$ cat src/rtl/rv_pkg.sv
// Shared constants for the register-file writeback path.
// Latency: n/a (declarations only).
// Backpressure: n/a.
package rv_pkg;

    localparam int XLEN      = 64;
    localparam int REG_IDX_W = 5;
    localparam int NUM_REGS  = 32;

    // Writeback requester slots on the shared write port.
    localparam int WB_ALU = 0;
    localparam int WB_LSU = 1;
    localparam int WB_MDU = 2;

    // (base + off) mod n, valid for base < n and off < n.
    function automatic int wrap_idx(input int base, input int off, input int n);
        int s;
        s = base + off;
        return (s >= n) ? (s - n) : s;
    endfunction

endpackage

$ cat src/rtl/rr_arbiter.sv
// Round-robin arbiter: one-hot grant, search starts at the pointer and wraps.
// Latency: grant is combinational from req; pointer advances on the grant edge.
// Backpressure: ungranted requesters hold req; the grant is forced to zero during rst.
//
// Ports:
//   clk, rst  clock, asynchronous active-high reset (pointer -> 0)
//   req       per-requester request
//   gnt       one-hot grant
module rr_arbiter
    import rv_pkg::*;
#(
    parameter int NREQ = 3
) (
    input  logic            clk,
    input  logic            rst,
    input  logic [NREQ-1:0] req,
    output logic [NREQ-1:0] gnt
);

    localparam int PTR_W = (NREQ > 1) ? $clog2(NREQ) : 1;

    logic [PTR_W-1:0] r_ptr;
    logic [PTR_W-1:0] w_ptr_nxt;
    logic [NREQ-1:0]  w_gnt;
    logic             w_found;
    int               w_idx;

    always_comb begin
        w_gnt     = '0;
        w_ptr_nxt = r_ptr;
        w_found   = 1'b0;
        w_idx     = 0;
        for (int k = 0; k < NREQ; k++) begin
            w_idx = wrap_idx(int'(r_ptr), k, NREQ);
            if (!w_found && req[w_idx]) begin
                w_found      = 1'b1;
                w_gnt[w_idx] = 1'b1;
                // Next search starts just past the winner.
                w_ptr_nxt    = (w_idx == NREQ - 1) ? '0 : PTR_W'(w_idx + 1);
            end
        end
        // No handshake can complete while reset is held.
        if (rst) begin
            w_gnt = '0;
        end
    end

    always_ff @(posedge clk or posedge rst) begin
        if (rst) begin
            r_ptr <= '0;
        end else begin
            r_ptr <= w_ptr_nxt;
        end
    end

    assign gnt = w_gnt;

endmodule

$ cat src/rtl/rf_wb_scheduler.sv
// Shares the register-file write port among NREQ writeback units and keeps the
// 32-entry busy scoreboard that stalls issue on RAW/WAW hazards.
// Latency: 1 cycle from handshake to registered write-port drive.
// Backpressure: round-robin req_ready, one grant per cycle; issue stalls on busy/shadow.
//
// Ports:
//   iss_*       issue-stage query and accepted-destination reservation
//   iss_stall   combinational hazard stall
//   req_*       packed per-requester writeback requests / one-hot ready
//   wb_en, rd_index, wb_data   registered register-file write port
//   busy_vec    scoreboard state
module rf_wb_scheduler
    import rv_pkg::*;
#(
    parameter int XLEN_P = XLEN,
    parameter int NREQ   = 3
) (
    input  logic                      clk,
    input  logic                      rst,
    input  logic                      iss_valid,
    input  logic [REG_IDX_W-1:0]      iss_rs1,
    input  logic [REG_IDX_W-1:0]      iss_rs2,
    input  logic [REG_IDX_W-1:0]      iss_rd,
    input  logic                      iss_rd_we,
    output logic                      iss_stall,
    input  logic [NREQ-1:0]           req_valid,
    input  logic [REG_IDX_W*NREQ-1:0] req_rd,
    input  logic [XLEN_P*NREQ-1:0]    req_data,
    output logic [NREQ-1:0]           req_ready,
    output logic                      wb_en,
    output logic [REG_IDX_W-1:0]      rd_index,
    output logic [XLEN_P-1:0]         wb_data,
    output logic [NUM_REGS-1:0]       busy_vec
);

    logic [NUM_REGS-1:0]  r_busy;
    logic                 r_wb_en;
    logic [REG_IDX_W-1:0] r_rd_index;
    logic [XLEN_P-1:0]    r_wb_data;

    logic [NREQ-1:0]      w_gnt;
    logic                 w_any;
    logic [REG_IDX_W-1:0] w_sel_rd;
    logic [XLEN_P-1:0]    w_sel_data;
    logic                 w_shadow;
    logic                 w_stall;
    logic                 w_set;
    logic                 w_wb_we;
    logic [NUM_REGS-1:0]  w_busy_nxt;

    rr_arbiter #(.NREQ(NREQ)) u_arb (
        .clk (clk),
        .rst (rst),
        .req (req_valid),
        .gnt (w_gnt)
    );

    // One-hot mux of the granted requester.
    always_comb begin
        w_sel_rd   = '0;
        w_sel_data = '0;
        for (int i = 0; i < NREQ; i++) begin
            if (w_gnt[i]) begin
                w_sel_rd   = req_rd[i*REG_IDX_W +: REG_IDX_W];
                w_sel_data = req_data[i*XLEN_P +: XLEN_P];
            end
        end
    end

    assign w_any   = |w_gnt;
    assign w_wb_we = w_any && (w_sel_rd != '0);

    // busy clears on the edge wb_en rises, but the register file only holds
    // the value one edge later; readers of that index wait one extra cycle.
    assign w_shadow = r_wb_en && ((r_rd_index == iss_rs1) || (r_rd_index == iss_rs2));

    assign w_stall = iss_valid && (r_busy[iss_rs1] || r_busy[iss_rs2] ||
                                   (iss_rd_we && r_busy[iss_rd]) || w_shadow);

    assign w_set = iss_valid && !w_stall && iss_rd_we && (iss_rd != '0);

    // Set is applied after clear so it wins on a same-index collision.
    always_comb begin
        w_busy_nxt = r_busy;
        if (w_wb_we) begin
            w_busy_nxt[w_sel_rd] = 1'b0;
        end
        if (w_set) begin
            w_busy_nxt[iss_rd] = 1'b1;
        end
        w_busy_nxt[0] = 1'b0;
    end

    always_ff @(posedge clk or posedge rst) begin
        if (rst) begin
            r_busy     <= '0;
            r_wb_en    <= 1'b0;
            r_rd_index <= '0;
            r_wb_data  <= '0;
        end else begin
            r_busy  <= w_busy_nxt;
            r_wb_en <= w_wb_we;
            if (w_any) begin
                r_rd_index <= w_sel_rd;
                r_wb_data  <= w_sel_data;
            end
        end
    end

    assign iss_stall = w_stall;
    assign req_ready = w_gnt;
    assign wb_en     = r_wb_en;
    assign rd_index  = r_rd_index;
    assign wb_data   = r_wb_data;
    assign busy_vec  = r_busy;

endmodule

$ cat config.mk
export PLATFORM = sky130hd
export DESIGN_NAME = rf_wb_scheduler
export DESIGN_NICKNAME = d
export VERILOG_FILES = /design/src/rtl/rv_pkg.sv /design/src/rtl/rr_arbiter.sv /design/src/rtl/rf_wb_scheduler.sv
export SDC_FILE = /design/constraint.sdc
export NUM_CORES = 1
export LEC_CHECK = 0
export ABC_CLOCK_PERIOD_IN_PS = 5150
export BUFFER_PORTS_ARGS = -buffer_cell sky130_fd_sc_hd__buf_4
export CAP_MARGIN = 20
export CORE_AREA = 2 2 128 130
export DETAILED_ROUTE_END_ITERATION = 12
export DIE_AREA = 0 0 130 132
export PLACE_DENSITY = 0.81
export SETUP_SLACK_MARGIN = 0.05
export SKIP_CTS_REPAIR_TIMING = 1
export SLEW_MARGIN = 0
export SYNTH_ARGS = -nofsm -noshare
export SYNTH_HDL_FRONTEND = slang
export SYNTH_SLANG_ARGS = --single-unit
$ cat constraint.sdc
create_clock -name clk -period 5.15 [get_ports clk]
set_input_delay 0.515 -clock clk [delete_from_list [all_inputs] [get_ports clk]]
set_output_delay 0.515 -clock clk [all_outputs]
set_load 0.01 [all_outputs]
==> impl_metrics.toml <==
[synth]
synth-edff-count = 0
syn_inst = 679
ys_warn_count = 0
avgSynthCellArea_sq_um = 9.591
syn_nets = 912
yosys_most_used_dff = "dfrtp_1"
ys_seq_area_share_pct = 39.58
synth_cell_types = 59
async_flop_share_pct = 100.0
synth-seq-cells = 103
syn-cell-area_sq_mm = 0.006512

[routing]
vias_per_cell = 6.073
drtPass1Iterations = 6
routedWlPerCell_um = 21.02
dr_wl_met2_um = 12490
wl_met1_um = 9116
top_layer = "met4"
wl_um = 25040
drt_iter0_drc = 661
drcViolationCount = 0
drtAntennaViolNets = 0
num_vias = 7233
wl_met3_um = 2614

[setup_path]
cp-end-kind = "output pin"
crit_chain = "inv_1 > ha_1 > nand2_1 > o22ai_1 > a211oi_2 > nor2_1 > clkinv_2 > buf_4"
critPathRequiredTime_ns = 4.64
cp.depth = 8
setup.worst_path.start = "u_arb.r_ptr[1]"
cp-endpoint = "req_ready[2]"
crit_fanout = 28
crit_type = "reg2out"
cp_top_family = "buffers and inverters"
cp_slowest_cell = "o22ai_1"
reg2reg_to = "wb_data[9]"
start_kind = "flip-flop"
critPathMaxStageDelay_ns = 0.73
r2r_cells = 11
cp.arrival_ns = 3.84
path_buf_inv = 3
rrSetupSlack_ns = 0.88
r2r-start = "u_arb.r_ptr[1]"

[timing]
worst_pin_slew_ns = 0.9278
setup_viol = 0
finalHoldViolations = 0
setup_tns_ns = 0
final_max_slew_viol_count = 0
min_period_ns = 4.354
slew_headroom_pct = 38.15
max_freq_ghz = 0.2297
grt_setup_unrepaired = "no"
finalClockSkew_ns = 0.008027
finalCritPeriodShare_pct = 84.55

[grt]
grt_usage_pct = 28.74
grt_pass1_wl_um = 38490
gr-total-overflow = 0
grt_pass1_vias = 6995
grt_max_degree = 63
antenna_found_initial = 0

[floorplanning]
rows = 46
start_util_pct = 41.45
coreArea_sq_mm = 0.01571
die_h_um = 132
fp.dieArea_sq_mm = 0.01716
dieWidth_um = 130
ios = 335

[layout]
syn_to_final_growth_pct = 44.92
stdcell_area_sq_mm = 0.009438
num-nets-final = 1203
final_cell_mix = "349 x buf_4, 131 x a22oi_1, 103 x dfrtp_1"
drive_above_1_share_pct = 40.41
layout_commonest_cell = "buf_4"
diodes = 0

[clock_tree]
cts.sinks = 103
htreeDepth = 3
clkTransAtPathRegs_ns = 0.07
cts_buffer_depth = 2
cts_buffers = 9
cts_tree = "built"
clock_latency_ns = 0.36
clock-root-buffer = "clkbuf_16"

[outcome]
status = "finished clean"

[placement]
post_dp_cell_area_sq_mm = 0.009115
dpl.hpwl_um = 19040
io_buffers = 333
gp_congestion = 0.9201

[min_path]
hold_path.class = "in2async"

[power]
leakage_nw = 4.066
p_per_area_mw_per_mm2 = 554.7
ir_drop_uv = 259.8

[flow_run]
maxCapViolCount = 0
[per-layer routing]
layer	track usage, %	up-vias
li1	-	3264
met1	35.00	3513
met2	48.55	411
met3	7.914	45
met4	10.16	0
met5	0	-
[worst min path at each step]
stage	from	to	depth (start not counted)
floorplan	wb_data[0]	wb_data[0]	2
CTS	rst	u_arb.r_ptr[0]	2
global placement	wb_data[25]	wb_data[25]	2
global route	rst	u_arb.r_ptr[0]	2
detailed placement	wb_data[52]	wb_data[52]	2
finish	rst	u_arb.r_ptr[0]	2
[final cells by class]
type	count	area (sq um)
inverters	12	48.80
clock buffers	10	229.0
clock inverters	6	93.84
flip-flops and latches	103	2577
well taps	216	270.3
fillers	1401	6275
multi-input cells	495	3598
repair buffers	349	2620
[where the power goes]
group	internal [mW]	switching, mW
combinational	1.30	1.74
clock	0.431	0.323
sequential	1.16	0.289
[cell usage after synthesis (5+ instances only)]
| cell | count | area, sq um |
|---|---|---|
| nand3_1 | 61 | 305.3 |
| a2bb2oi_1 | 6 | 52.55 |
| o21ai_0 | 98 | 490.5 |
| a21oi_1 | 8 | 40.04 |
| o31ai_1 | 29 | 217.7 |
| buf_2 | 27 | 135.1 |
| clkbuf_1 | 35 | 131.4 |
| mux4_2 | 15 | 337.8 |
| a211oi_1 | 6 | 45.04 |
| dfrtp_1 | 103 | 2577 |
| inv_1 | 12 | 45.04 |
| mux2i_1 | 17 | 170.2 |
| nand2_1 | 23 | 86.33 |
| nor2b_1 | 7 | 43.79 |
| nor2_1 | 5 | 18.77 |
| o2111ai_1 | 6 | 52.55 |
| xnor2_1 | 8 | 70.07 |
| a22oi_1 | 131 | 983.4 |
[state kept, by name, indices dropped and copies added (netlist names)]
| name | count |
|---|---|
| wb_data | 64 |
| busy_vec | 31 |
| rd_index | 5 |
| u_arb.r_ptr | 2 |
| wb_en | 1 |
[stage by stage]
step / hold WS (ns) / util, % / setup slack, ns / power, mW / cells
finish: 0.2783 / 60.07 / 0.7955 / 5.235 / 1191
detailed placement: 0.4939 / 58.01 / 0.9785 / 4.469 / 1175
global route: 0.3426 / 60.07 / 0.4340 / 5.596 / 1191
CTS: 0.3053 / 60.07 / 0.8399 / 5.221 / 1191
floorplan: 0.5394 / - / 1.931 / 3.247 / 679
global placement: 0.4886 / 58.01 / 1.187 / 4.378 / 1175
[logic make-up after synthesis]
kind of cell / after synthesis / share of synthesized area (%)
other: 1 / 0.05758
flip-flops: 103 / 39.58
AND/OR/NAND/NOR: 127 / 10.62
multiplexers: 35 / 8.319
adder cells (fa/ha/maj): 4 / 0.7685
buffers and inverters: 81 / 5.418
AO/OA/AOI/OAI: 318 / 33.89
XOR/XNOR: 10 / 1.345
(Power assumes the default switching activity.)
